===== config.mk =====
export PLATFORM = sky130hd
export DESIGN_NAME = mac_sequencer
export DESIGN_NICKNAME = d
export VERILOG_FILES = /design/src/rtl/neurocore_pkg.sv /design/src/rtl/operand_buffer.sv /design/src/rtl/mac_sequencer.sv
export SDC_FILE = /design/constraint.sdc
export NUM_CORES = 1
export LEC_CHECK = 0
export ABC_AREA = 1
export CORE_ASPECT_RATIO = 1.75
export CORE_MARGIN = 1.5
export CORE_UTILIZATION = 50
export DETAILED_ROUTE_END_ITERATION = 10
export PLACE_DENSITY_LB_ADDON = 0.1
export SYNTH_ARGS = -nofsm -noshare
export SYNTH_HDL_FRONTEND = slang
export SYNTH_HIERARCHICAL = 1
export SYNTH_SLANG_ARGS = --single-unit

===== constraint.sdc =====
create_clock -name CLK -period 6 [get_ports CLK]
set_clock_uncertainty 0.1 [all_clocks]
set_input_delay 1.2 -clock CLK [delete_from_list [all_inputs] [get_ports CLK]]
set_output_delay 1.2 -clock CLK [all_outputs]
set_load 0.02 [all_outputs]

===== src/rtl/neurocore_pkg.sv =====
// neurocore_pkg: shared state encoding, frame constants and width helpers for the neural core
package neurocore_pkg;

    typedef enum logic [2:0] {
        S_IDLE,
        S_LOAD_W,
        S_LOAD_X,
        S_CLEAR,
        S_RUN,
        S_DRAIN,
        S_SEND,
        S_SEND_WAIT
    } state_e;

    localparam logic [7:0] FRAME_HDR = 8'hA5;

    function automatic int acc_w(input int n, input int dw);
        return 2 * dw + $clog2(n);
    endfunction

    function automatic int res_bytes(input int n, input int dw);
        return (acc_w(n, dw) + 7) / 8;
    endfunction

endpackage


===== src/rtl/operand_buffer.sv =====
// operand_buffer: weight/input register file with one write port and a registered dual-operand read port
module operand_buffer #(
    parameter int N  = 4,
    parameter int DW = 8
) (
    input  logic                 clk_i,
    input  logic                 rst_i,
    input  logic                 wr_en_i,
    input  logic                 wr_sel_i,
    input  logic [$clog2(N)-1:0] wr_idx_i,
    input  logic [DW-1:0]        wr_data_i,
    input  logic                 rd_en_i,
    input  logic [$clog2(N)-1:0] rd_k_i,
    output logic [DW-1:0]        rd_a_o,
    output logic [DW-1:0]        rd_b_o
);

    logic [DW-1:0] w_mem [N];
    logic [DW-1:0] x_mem [N];
    logic [DW-1:0] rd_a_q;
    logic [DW-1:0] rd_b_q;

    // store incoming operand byte into the weight or input bank
    always_ff @(posedge clk_i) begin
        if (wr_en_i && !wr_sel_i) w_mem[wr_idx_i] <= wr_data_i;
        if (wr_en_i && wr_sel_i) x_mem[wr_idx_i] <= wr_data_i;
    end

    // registered read; holds the last pair when not enabled
    always_ff @(posedge clk_i) begin
        if (rst_i) begin
            rd_a_q <= '0;
            rd_b_q <= '0;
        end else if (rd_en_i) begin
            rd_a_q <= w_mem[rd_k_i];
            rd_b_q <= x_mem[rd_k_i];
        end
    end

    assign rd_a_o = rd_a_q;
    assign rd_b_o = rd_b_q;

endmodule


===== src/rtl/mac_sequencer.sv =====
// mac_sequencer: collects a UART operand frame, drives the MAC through clear/accumulate and serialises the result
module mac_sequencer
    import neurocore_pkg::*;
#(
    parameter int N       = 4,
    parameter int DW      = 8,
    parameter int TIMEOUT = 1_000_000,
    localparam int ACC_W  = acc_w(N, DW)
) (
    input  logic             CLK,
    input  logic             RESET,
    input  logic [7:0]       RX_DATA,
    input  logic             RX_VALID,
    output logic [7:0]       TX_DATA,
    output logic             TX_START,
    input  logic             TX_BUSY,
    output logic [DW-1:0]    MAC_A,
    output logic [DW-1:0]    MAC_B,
    output logic             MAC_CLR,
    output logic             MAC_EN,
    input  logic [ACC_W-1:0] MAC_ACC,
    output logic             LOAD,
    output logic             MULT_DONE,
    output logic             ERR
);

    localparam int RB = res_bytes(N, DW);
    localparam int IW = $clog2(N);
    localparam int CW = $clog2(TIMEOUT + 1);
    localparam int BW = RB > 1 ? $clog2(RB) : 1;
    localparam logic [IW-1:0] IDX_LAST = IW'(N - 1);
    localparam logic [CW-1:0] CNT_LAST = CW'(TIMEOUT - 1);
    localparam logic [BW-1:0] B_LAST   = BW'(RB - 1);

    state_e            state_q, state_d;
    logic [IW-1:0]     idx_q, idx_d;
    logic [CW-1:0]     cnt_q, cnt_d;
    logic [BW-1:0]     b_q, b_d;
    logic [8*RB-1:0]   res_q, res_d;
    logic              err_q, err_d;
    logic [7:0]        hold_q;
    logic              skip_q;
    logic              done_q;

    logic              loading;
    logic              rx_in;
    logic              tmo;
    logic              idx_last;
    logic              tx_go;
    logic              wait_done;
    logic [7:0]        cur_byte;
    logic              rd_en;
    logic [IW-1:0]     rd_k;

    assign loading   = state_q == S_LOAD_W || state_q == S_LOAD_X;
    assign rx_in     = loading && RX_VALID;
    assign tmo       = loading && !RX_VALID && cnt_q == CNT_LAST;
    assign idx_last  = idx_q == IDX_LAST;
    assign tx_go     = state_q == S_SEND && !TX_BUSY;
    assign wait_done = state_q == S_SEND_WAIT && !skip_q && !TX_BUSY;
    assign cur_byte  = res_q[8*(RB-1-int'(b_q)) +: 8];
    assign rd_en     = state_q == S_CLEAR || (state_q == S_RUN && !idx_last);
    assign rd_k      = state_q == S_CLEAR ? '0 : idx_q + IW'(1);

    // prefetch operand k+1 while k is on the MAC so MAC_A/MAC_B line up with MAC_EN
    operand_buffer #(.N(N), .DW(DW)) u_buf (
        .clk_i    (CLK),
        .rst_i    (RESET),
        .wr_en_i  (rx_in),
        .wr_sel_i (state_q == S_LOAD_X),
        .wr_idx_i (idx_q),
        .wr_data_i(RX_DATA),
        .rd_en_i  (rd_en),
        .rd_k_i   (rd_k),
        .rd_a_o   (MAC_A),
        .rd_b_o   (MAC_B)
    );

    // state register
    always_ff @(posedge CLK) begin
        if (RESET) state_q <= S_IDLE;
        else state_q <= state_d;
    end

    // frame sequencing: receive, clear, accumulate, drain, send bytes
    always_comb begin
        state_d = state_q;
        case (state_q)
            S_IDLE:      if (RX_VALID && RX_DATA == FRAME_HDR) state_d = S_LOAD_W;
            S_LOAD_W:    state_d = tmo ? S_IDLE : (RX_VALID && idx_last) ? S_LOAD_X : S_LOAD_W;
            S_LOAD_X:    state_d = tmo ? S_IDLE : (RX_VALID && idx_last) ? S_CLEAR : S_LOAD_X;
            S_CLEAR:     state_d = S_RUN;
            S_RUN:       if (idx_last) state_d = S_DRAIN;
            S_DRAIN:     state_d = S_SEND;
            S_SEND:      if (!TX_BUSY) state_d = S_SEND_WAIT;
            S_SEND_WAIT: if (wait_done) state_d = b_q == B_LAST ? S_IDLE : S_SEND;
            default:     state_d = S_IDLE;
        endcase
    end

    // status and handshake outputs decoded from the current state
    always_comb begin
        LOAD      = loading;
        MAC_CLR   = state_q == S_CLEAR;
        MAC_EN    = state_q == S_RUN;
        TX_START  = tx_go;
        TX_DATA   = tx_go ? cur_byte : hold_q;
        MULT_DONE = done_q;
        ERR       = err_q;
    end

    // datapath next-state: operand index, idle timer, result capture, byte pointer, sticky error
    always_comb begin
        idx_d = (state_q == S_IDLE || tmo) ? '0 : (rx_in || state_q == S_RUN) ? (idx_last ? '0 : idx_q + IW'(1)) : idx_q;
        cnt_d = (loading && !RX_VALID) ? cnt_q + CW'(1) : '0;
        res_d = state_q == S_DRAIN ? (8*RB)'($signed(MAC_ACC)) : res_q;
        b_d   = state_q == S_DRAIN ? '0 : (wait_done && b_q != B_LAST) ? b_q + BW'(1) : b_q;
        err_d = err_q | tmo | (RX_VALID && !loading && state_q != S_IDLE);
    end

    // datapath registers; TX byte is held after each start until the next one
    always_ff @(posedge CLK) begin
        if (RESET) begin
            idx_q  <= '0;
            cnt_q  <= '0;
            res_q  <= '0;
            b_q    <= '0;
            err_q  <= 1'b0;
            hold_q <= '0;
            skip_q <= 1'b0;
            done_q <= 1'b0;
        end else begin
            idx_q  <= idx_d;
            cnt_q  <= cnt_d;
            res_q  <= res_d;
            b_q    <= b_d;
            err_q  <= err_d;
            hold_q <= tx_go ? cur_byte : hold_q;
            skip_q <= tx_go;
            done_q <= state_q == S_DRAIN;
        end
    end

endmodule


; Word level (Yosys, flattened, before mapping)
; Memories as Yosys holds them, arrays and structs flattened. A register that Yosys moved wholly into a read port is not among the register bits.
; Index checks and enable logic that the tools add are counted.
[totals]
ramBits = 64
reg_bits = 56
out_inout_bits = 30
n_memories = 2
elab_cells = 82
inputBits = 30
[memory_table]
columns = name, words, word_bits, read_ports, rd_ports_with_merged_regs, wr, line_no
row1 = u_buf.w_mem, 4, 8, 1, 1, 1, operand_buffer.sv:18  ; logic [DW-1:0] w_mem [N];
row2 = u_buf.x_mem, 4, 8, 1, 1, 1, operand_buffer.sv:19  ; logic [DW-1:0] x_mem [N];
[op_classes]
mux = 17
eq_ne = 16
add_sub_neg = 4
bitwise_logic = 3
shift = 1
reduce_logical = 30
[op_table]
columns = op, n
row1 = case mux 3 bit (8 select lines), 1
row2 = indexed part select 24 x 6 -> 8 bit, 1
row3 = adder 20 x 1 -> 20 bit (second input constant), 1
row4 = equality test 20 bit (second input constant), 1
row5 = 2-to-1 mux 3 bit, 5
row6 = logical AND 1 bit, 14
row7 = equality test 3 bit (second input constant), 4
row8 = 2-to-1 mux 2 bit, 5
row9 = equality test 8 bit (second input constant), 1
row10 = 2-to-1 mux 8 bit, 1
row11 = != test 2 bit (second input constant), 4
row12 = equality test 3 x 2 -> 1 bit (second input constant), 2
row13 = zero test 1 bit, 6
row14 = OR reduction 2 bit, 3
row15 = 2-to-1 mux 1 bit, 5
row16 = adder 2 x 1 -> 2 bit (second input constant), 2
row17 = equality test 2 bit (second input constant), 2
row18 = logical OR 1 bit, 4
row19 = AND reduction 4 bit, 1
row20 = equality test 3 x 1 -> 1 bit (second input constant), 1
row21 = zero test 3 bit, 1
row22 = nonzero test 3 bit, 1
row23 = subtractor 2 x 2 -> 3 bit (first input constant), 1
row24 = != test 2 x 1 -> 1 bit (second input constant), 1
row25 = other kinds (2), 3

; Logic depth before layout (Yosys ltp)
; Gate-level depths: netlist of the first run.
[logic_depth]
depth_word = 6
mapped_depth = 11
depth_no_buf = 10

; Cells and area by module
; The synthesis of the first run kept the hierarchy.
[by_module_without_submodules]
columns = mod, cells_each, area_each_um2, seq_area_each_um2, instances
row1 = operand_buffer, 254, 3116.7, 2242.2, 1
row2 = mac_sequencer, 391, 2730.1, 1121.1, 1

; Worst setup path after synthesis of the first run
; OpenSTA, ideal clock, no wires.
[synth_path]
kind = input-to-output
start = input TX_BUSY
end = output TX_DATA[0]
n_path_buf = 0
t_arrival_ns = 1.791
path_slack_ns = 2.909
path_stages = 4
required_ns = 4.700
cell_sequence = nor2_4 > inv_2 > nand2_1 > nand2_1
[synth_via]
elab_chain_cells = 3
[synth_lines]
columns = element, line_no
row1 = start: declaration, mac_sequencer.sv:16  ; input logic TX_BUSY,
row2 = zero test 1 bit, --
row3 = logical AND 1 bit, mac_sequencer.sv:59  ; assign tx_go = state_q == S_SEND && !TX_BUSY;
row4 = 2-to-1 mux 8 bit, --
row5 = end: declaration, mac_sequencer.sv:14  ; output logic [7:0] TX_DATA,
; Every way passes these cells.

; Worst setup path after layout of the first run
[layout_path]
start = register b_q[0]
end = output TX_DATA[1]
[layout_via]
elab_chain_cells = 3
[layout_lines]
columns = element, line_no
row1 = start: declaration, mac_sequencer.sv:38  ; logic [BW-1:0] b_q, b_d;
row2 = start signal: assignment, mac_sequencer.sv:127  ; b_q <= '0;
row3 = start signal: assignment, mac_sequencer.sv:136  ; b_q <= b_d;
row4 = subtractor 2 x 2 -> 3 bit, mac_sequencer.sv:61  ; assign cur_byte = res_q[8*(RB-1-int'(b_q)) +: 8];
row5 = indexed part select 24 x 6 -> 8 bit, mac_sequencer.sv:61
row6 = 2-to-1 mux 8 bit, --
; Every way passes these cells.

==> summary.md, run 1 <==
| Metric | Value |
|---|---|
| Status | finished, final reports clean |
| Layout cell share with drive strength beyond 1 | 12.3% |
| Startpoint Class | register |
| Post-DP HPWL | 8700 um |
| Site Rows | 52 |
| Vias | 4561 |
| Area grow syn2layout | 21.4% |
| Crit Path Category | reg -> out |
| Vias in the first global route | 4560 |
| Initial antenna violation count | 0 |
| Layout Nets | 747 |
| Rel. slew slack | 66.3% |
| Setup Viol. Count Final | 0 |
| Post-route ant nets | 0 |
| Die X | 84.7 um |
| Compound-Gate Fraction of Synth Area | 8.95% |
| IO Count | 60 |
| P per Cell Area | 286 nW/um2 |
| Hold Vio Cnt, Final | 0 |
| Worst vdd ir | 0.218 mV |
| Hold Crit Class | reg -> reg |
| Cts-stage hold buffer count | 0 |
| R2R Path End | hold_q[1] |
| Core area | 11500 um2 |
| Simple-gate portion of the synthesized area | 25.6% |
| Final Critical Period | 4.27 ns |
| Worst hold start | cnt_q[0] |
| Crit-path max FO | 12 |
| Element type at the critical path end | output port |
| I/O Buffers | 59 |
| DR iter-0 viols | 266 |
| Synth Area in Adders | 0.856% |
| CTS tree | done |
| Slew Limit Fails | 0 |
| Clock Latency Late Sink | 0.42 ns |
| Drt wl/cell | 14.3 um |
| 1st-pass router iterations | 8 |
| Global-route wire length before repair | 20800 um |
| Detailed Route WL | 12300 um |
| CTS root buffer | clkbuf_16 |
| Setup_tns | 0 ns |
| Post-CTS Resized | 0 |
| Syn Inst Count | 645 |
| Tcrit/Tclk final | 71.2% |
| XOR/XNOR Fraction of Synth Area | 0.899% |
| Dominant synthesized flop cell | dfxtp_1 |
| CTS sink count | 136 |
| Hold-critical path depth | 1 |
| Area of the mapped netlist | 5850 um2 |
| Tightest Pin Transition | 0.502 ns |
| Vias/cell | 5.30 |
| Cell variety after synth | 38 |
| Die footprint | 12400 um2 |
| Global router's overall resource usage | 21.4% |
| Register area share after synthesis | 57.5% |
| H-tree levels | 4 |
| Multi-input logic area | 2130 um2 |
| Number of synthesized flops with an enable pin | 64 |
| Initial core utilization | 51.1% |
| Syn nets | 679 |
| Max cap viols | 0 |
| # DRC | 0 |
| Arr. time, crit path | 2.97 ns |
| Clock transition at path regs | 0.06 ns |
| Fin Hold WS | 0.354 ns |
| Asr flop ratio synth | 0% |
| R2R depth | 7 |
| Critical Path RT | 4.70 ns |
| Synth Area per Inst | 9.06 um2 |
| Mux cell area share after synthesis | 0% |
| R2R Path Start | b_q[0] |
| Remaining Overflow, GRT | 0 |
| Warnings from Yosys | 6 |
| RSZ-0062 raised after global routing | false |
| Num CTS Buffers | 17 |
| Fmax achieved | 234 MHz |
| Commonest non-fill, non-tap cell in the layout | nand2_1 |
| Antenna cell count | 0 |
| Register area | 3360 um2 |
| #FFs+latches synth | 136 |
| Clock buffer depth | 2 |
| R2R Setup Slk | 3.85 ns |
| Largest net degree at the start of global routing | 34 |
| FILL cells | 1005 |
| Largest family of logic cells by synthesized area | simple AND/OR/NAND/NOR gates |
| Leak Pwr | 2.66 nW |
| GP Congestion | 0.889 |
| Worst Hold Path EP | cnt_q[0] |
| Die Span Y | 146 um |
| Post-CTS setup buffer count | 0 |
| Commonest non-fill, non-tap cells in the layout | nand2_1 (190), dfxtp_1 (72), edfxtp_1 (64) |
## how the worst max path moves through the flow
stage,from,endpoint,depth (start not counted)
after floorplan,TX_BUSY,TX_DATA[0],4
after global placement,TX_BUSY,TX_DATA[0],5
after detailed placement,TX_BUSY,TX_DATA[0],5
after CTS,b_q[0],TX_DATA[1],8
after global routing,b_q[0],TX_DATA[1],8
final,b_q[0],TX_DATA[1],8
## cells by family after synthesis
group | Yosys count
fa+ha+maj | 4
simple gates | 338
flops | 136
compound gates | 90
buf+inv | 71
xor+xnor | 6
## flip-flops by register name (all words and copies together) (netlist names), 2 cells and up
| register | count |
|---|---|
| res_q | 18 |
| u_buf/w_mem | 32 |
| idx_q | 2 |
| u_buf/rd_a_o | 8 |
| b_q | 2 |
| u_buf/rd_b_o | 8 |
| state_q | 3 |
| cnt_q | 20 |
| u_buf/x_mem | 32 |
| hold_q | 8 |
## layout make-up
cell class | count | share of cell area, %
inverters | 49 | 2.70
flip-flops and latches | 136 | 47.4
clock inverters | 13 | 1.69
clock buffers | 19 | 6.24
multi-input cells | 438 | 30.0
well taps | 135 | 2.38
repair buffers | 71 | 9.59
## synth_stat cells (2+ instances only)
cell type	count	area, um2
nand4_2	2	25.0
xor2_1	4	35.0
inv_2	10	37.5
clkbuf_2	2	10.0
edfxtp_1	64	1920
nor2_4	4	45.0
nand4_1	8	50.1
buf_6	8	90.1
xnor2_1	2	17.5
ha_1	4	50.1
clkbuf_1	4	15.0
nor3_1	15	75.1
dfxtp_1	72	1440
nand2_1	190	713
o21ai_0	42	210
nand3_1	59	295
buf_2	5	25.0
nand2_2	2	12.5
nor2_1	46	173
a21oi_1	27	135
or2_2	2	12.5
nor2_2	3	18.8
a21oi_2	18	158
buf_4	2	15.0
inv_1	37	139
## per-stage QoR
stage / total power [mW] / util (%) / worst slack [ns] / instance area [um2] / instances
floorplan: 1.03 / - / 2.91 / 5850 / 645
global placement: 1.07 / 57.0 / 1.93 / 6530 / 829
detailed placement: 1.07 / 57.0 / 1.93 / 6530 / 829
CTS: 2.05 / 62.0 / 1.73 / 7100 / 861
global route: 2.10 / 62.0 / 1.52 / 7100 / 861
finish: 2.03 / 62.0 / 1.73 / 7100 / 861
## routing by layer
metal / track usage (%) / part of all wire (%) / vias to the layer above
li1: - / - / 2302
met1: 23.4 / 40 / 2102
met2: 38.7 / 54 / 127
met3: 4.58 / 3.8 / 30
met4: 10.1 / 2.8 / 0
met5: 0 / 0 / -
## power by group
part,internal [mW],switching (mW)
Clock,0.584,0.399
Sequential,0.975,0.00266
Combinational,0.0290,0.0408
Total,1.59,0.443
## worst max-delay path, cell delays in order (launching register included)
cell and delay (ns):
dfxtp_1 0.49, inv_1 0.24, ha_1 0.41, nor2_1 0.28, o21ai_0 0.13, o21ai_0 0.21, nand2_1 0.10, nand2_1 0.08
clkdlybuf4s50_1 0.61
Note: power is estimated with default switching activity, not from simulation.
==> run 2, diff against run 1 <==
clock period = 3.8 ns   (was 6 ns; I/O delays follow)
==> run 2 against run 1 <==
Compared with the run above:
- global-route usage shrank 0.20 points
- critical path type unchanged
- critical path depth did not move
- register-to-register slack got worse by 2.2 ns
- largest cell class unchanged
- core utilization up 0.89 points
- die area stayed put
- combinational power increased by 60%
- worst hold slack got worse by 0.0037 ns
==> summary.md, run 2 (synthesis gave the netlist of run 1 again) <==
| Metric | Value |
|---|---|
| Status | finished, final reports clean |
| Arr. time, crit path | 2.73 ns |
| Post-DP HPWL | 8810 um |
| Cts-stage hold buffer count | 0 |
| R2R Setup Slk | 1.61 ns |
| Worst vdd ir | 0.352 mV |
| Worst hold start | cnt_q[0] |
| DR iter-0 viols | 268 |
| Clock Latency Late Sink | 0.41 ns |
| Final Core Density | 62.8% |
| Tot Pwr | 3.35 mW |
| Drt wl/cell | 14.3 um |
| Commonest non-fill, non-tap cells in the layout | nand2_1 (190), dfxtp_1 (71), edfxtp_1 (64) |
| Worst Hold Path EP | cnt_q[0] |
| Die footprint | 12400 um2 |
| Setup Viol. Count Final | 0 |
| 1st-pass router iterations | 5 |
| Crit Path Category | reg -> out |
| Largest net degree at the start of global routing | 33 |
| Layout cell share with drive strength beyond 1 | 13.0% |
| Area grow syn2layout | 23.1% |
| Crit-path max FO | 11 |
| Initial antenna violation count | 0 |
| R2R depth | 8 |
| Tcrit/Tclk final | 94.5% |
| Die Span Y | 146 um |
| IO Count | 60 |
| Max cap viols | 0 |
| CTS tree | done |
| Core area | 11500 um2 |
| Startpoint Class | register |
| Die X | 84.7 um |
| Top Registers | u_buf/w_mem: 32 flops, u_buf/x_mem: 32 flops, cnt_q: 20 flops |
| Final Critical Period | 3.59 ns |
| Hold Crit Class | reg -> reg |
| Hold Vio Cnt, Final | 0 |
| H-tree levels | 4 |
| Remaining Overflow, GRT | 0 |
| Post-route ant nets | 0 |
| Vias/cell | 5.28 |
| Fin Hold WS | 0.350 ns |
| Detailed Route WL | 12400 um |
| CTS sink count | 136 |
| Tightest Pin Transition | 0.796 ns |
| Leak Pwr | 2.70 nW |
| CTS root buffer | clkbuf_16 |
| Rel. slew slack | 46.9% |
| Layout Nets | 752 |
| Non-filler cells, final | 866 |
| Slew Limit Fails | 0 |
| Vias | 4570 |
| P per Cell Area | 465 nW/um2 |
| GP Congestion | 0.904 |
| Clock transition at path regs | 0.05 ns |
| Setup_tns | 0 ns |
| Element type at the critical path end | output port |
| I/O Buffers | 59 |
| R2R Path Start | state_q[1] |
| Antenna cell count | 0 |
| # DRC | 0 |
| Vias in the first global route | 4492 |
| Initial core utilization | 51.1% |
| Site Rows | 52 |
| R2R Path End | u_buf/rd_a_o[2] |
| Placed Instances | 831 |
| Hold-critical path depth | 1 |
| Fmax achieved | 279 MHz |
| Global router's overall resource usage | 21.2% |
| Critical Path RT | 2.94 ns |
| Global-route wire length before repair | 20700 um |
| Clock buffer depth | 2 |
| Commonest non-fill, non-tap cell in the layout | nand2_1 |
| Num CTS Buffers | 17 |
-- run 2: cell types whose count changed in the layout (fill, tap and decap cells not counted), sizes merged --
cell      delta
buf          +5
clkinv       -4
inv          -4
bufinv       +3
clkbuf       +3
clkinvlp     +2
-- run 2: routing by layer --
metal	global-route usage (%)	vias up	wire length, um
met2	39.9	109	6840
li1	-	2303	-
met3	4.80	26	437
met5	0	-	0
met4	9.03	0	354
met1	22.0	2132	4730
-- run 2: worst max-delay path by stage --
stage	startpoint	endpoint	slack, ns	depth (start not counted)
floorplan	b_q[0]	TX_DATA[7]	1.20	9
global placement	b_q[0]	TX_DATA[4]	0.58	8
detailed placement	b_q[0]	TX_DATA[7]	0.46	8
CTS	b_q[0]	TX_DATA[7]	0.02	8
global route	b_q[0]	TX_DATA[7]	-0.007	8
finish	b_q[0]	TX_DATA[7]	0.21	8
-- run 2: layout make-up --
| type | instances | area, um2 |
|---|---|---|
| fill | 1009 | 4250 |
| multi-input combinational | 438 | 2140 |
| inverter | 49 | 195 |
| clock inverter | 10 | 170 |
| tap | 135 | 169 |
| sequential | 136 | 3360 |
| clock buffer | 22 | 444 |
| timing repair buffer | 76 | 718 |
-- run 2: stage by stage --
step	instance area [um2]	worst slack, ns
2_1_floorplan	5850	1.20
3_3_place_gp	6550	0.583
3_5_place_dp	6550	0.465
4_1_cts	7160	0.0163
5_1_grt	7200	-0.00678
6_report	7200	0.211
-- run 2: report_power, final --
| part | switching [mW] | internal [mW] | total (mW) |
|---|---|---|---|
| combinational | 0.0645 | 0.0471 | 0.112 |
| clock | 0.589 | 1.10 | 1.69 |
| sequential | 0.00435 | 1.54 | 1.54 |
-- run 2: timing repair --
item,4_1_cts,5_1_grt
resized for setup,0,4
endpoints found under the setup margin,0,7
setup buffers,0,3
-- run 2: worst max-delay path: stages (launching register included) --
cell,delay [ns]
dfxtp_2,0.43
clkinvlp_4,0.20
ha_1,0.44
nor2_4,0.19
o21ai_0,0.09
o21ai_0,0.18
nand2_1,0.10
nand2_1,0.08
clkdlybuf4s50_1,0.60
==> run 3, diff against run 2 <==
CORE_UTILIZATION = 51   (was 50)
MAX_ROUTING_LAYER = met4   (was default)
==> run 3 against run 2 <==
Compared with the run above:
- wire length shrank 0.83%
- sequential share of layout area up 0.58 points
- final area down 1.2%
- flip-flop and latch count stayed put
- sequential power about the same
- total power shrank 5.0%
- non-clock buffer count down 2
- via count shrank 0.59%
- register-to-register slack better by 0.13 ns
==> summary.md, run 3 (synthesis gave the netlist of run 1 again) <==
| Metric | Value |
|---|---|
| Core area | 11200 um2 |
| Die X | 83.9 um |
| Top Registers | u_buf/w_mem: 32 flops, u_buf/x_mem: 32 flops, cnt_q: 20 flops |
| Worst vdd ir | 0.339 mV |
| Final Critical Period | 3.59 ns |
| Met3 wire length | 420 um |
| FILL cells | 929 |
| Die footprint | 12100 um2 |
| Place WS | 0.480 ns |
| Leak Pwr | 2.66 nW |
| 1st-pass router iterations | 7 |
| H-tree levels | 4 |
| Drt wl/cell | 14.2 um |
| Vias | 4543 |
| Crit path cell chain | inv_1 > ha_1 > nor2_2 > o21ai_0 > o21ai_0 > nand2_1 > nand2_1 > clkdlybuf4s50_1 |
| Initial antenna violation count | 0 |
| Slew Limit Fails | 0 |
| Post-CTS setup buffer count | 0 |
| Post-DP HPWL | 8740 um |
| Site Rows | 51 |
| Pint | 2.49 mW |
| Layout cell share with drive strength beyond 1 | 12.9% |
| CTS tree | done |
| Antenna cell count | 0 |
| Layout Nets | 750 |
| DR iter-0 viols | 176 |
| Initial core utilization | 52.4% |
| Startpoint Class | register |
| Setup WS post-layout | 0.212 ns |
| Die Span Y | 145 um |
| Tightest Pin Transition | 0.595 ns |
| Commonest non-fill, non-tap cell in the layout | nand2_1 |
| Slowest-stage cell, CP | clkdlybuf4s50_1 |
| Global router's overall resource usage | 21.8% |
| Switching Fraction | 21.8% |
| Max cap viols | 0 |
| # DRC | 0 |
| Tcrit/Tclk final | 94.4% |
| Element type at the critical path end | output port |
| I/O Buffers | 59 |
| Post-route ant nets | 0 |
| Crit Path Category | reg -> out |
| Net switching power | 0.693 mW |
| GP Congestion | 0.891 |
| P per Cell Area | 447 nW/um2 |
| Critical Path Max Stage Delay | 0.60 ns |
| Hold Crit Class | reg -> reg |
| Fin Hold WS | 0.352 ns |
| Setup_tns | 0 ns |
| Rel. slew slack | 60.3% |
| CTS root buffer | clkbuf_16 |
| Vias/cell | 5.28 |
| Tot Pwr | 3.18 mW |
| Area grow syn2layout | 21.6% |
| Global-route wire length before repair | 19800 um |
| Largest net degree at the start of global routing | 33 |
| Status | finished, final reports clean |
| Detailed Route WL | 12300 um |
| Top sig layer | met4 |
| Met1 WL | 4650 um |
| Clock transition at path regs | 0.06 ns |
| Met2 WL | 6820 um |
| Fmax achieved | 279 MHz |
| Clock buffer depth | 2 |
| Sequential group share of total power | 48.6% |
| Critical Path RT | 2.94 ns |
| Clock share of power | 47.9% |
| Setup Viol. Count Final | 0 |
| Arr. time, crit path | 2.73 ns |
| Hold Vio Cnt, Final | 0 |
| CTS sink count | 136 |
| Crit-path max FO | 12 |
| Combinational power share | 3.5% |
| Vias in the first global route | 4318 |
| RSZ-0062 raised after global routing | false |
| Remaining Overflow, GRT | 0 |
| Num CTS Buffers | 17 |
| Commonest non-fill, non-tap cells in the layout | nand2_1 (190), dfxtp_1 (71), edfxtp_1 (64) |
| IO Count | 60 |
| Clock Latency Late Sink | 0.42 ns |
==> run 3: worst paths after layout <==
check             startpoint         endpoint  slack, ns  cells after the start
setup / recovery      b_q[0]       TX_DATA[7]       0.21                      8
hold / removal      cnt_q[0]         cnt_q[0]       0.35                      1
setup reg to reg  state_q[1]  u_buf/rd_b_o[2]       1.74                      8
hold reg to reg     cnt_q[0]         cnt_q[0]       0.35                      1
==> run 3: through the flow <==
stage	instances	instance area (um2)	util, %
floorplan	645	5850	-
global placement	829	6550	58.7
detailed placement	829	6550	58.7
CTS	861	7100	63.6
global route	861	7110	63.7
finish	861	7110	63.7
==> run 3: timing repair <==
| action | in CTS | in global routing |
|---|---|---|
| resized for setup | 0 | 2 |
| hold buffers | 0 | 0 |
| setup endpoints to repair | 0 | 7 |
==> run 3: critical path: cells and delay by family, from the launching register on <==
kind            cells  cell delay [ns]
compound gates      2             0.30
flops               1             0.41
fa+ha+maj           1             0.41
buf+inv             2             0.79
simple gates        3             0.40
==> run 3: final cells by class <==
cell class	count	area (um2)	share of cell area (%)
multi-input combinational	438	2130	30.0
clock buffer	18	429	6.04
clock inverter	14	124	1.74
tap	132	165	2.32
sequential	136	3360	47.3
inverter	49	191	2.69
timing repair buffer	74	703	9.89
==> run 3: power by group through the flow <==
| stage | Combinational, mW | Sequential [mW] | Clock, mW |
|---|---|---|---|
| 2_1_floorplan | 0.0512 | 1.58 | 0 |
| 3_3_place_gp | 0.111 | 1.58 | 0 |
| 3_5_place_dp | 0.112 | 1.58 | 0 |
| 4_1_cts | 0.113 | 1.54 | 1.55 |
| 5_1_grt | 0.123 | 1.54 | 1.60 |
| 6_report | 0.112 | 1.54 | 1.52 |
==> run 3: per-layer routing <==
metal	vias to the layer above	track usage (%)
li1	2294	-
met1	2088	20.8
met2	136	41.0
met3	25	4.28
met4	0	11.6
met5	-	-
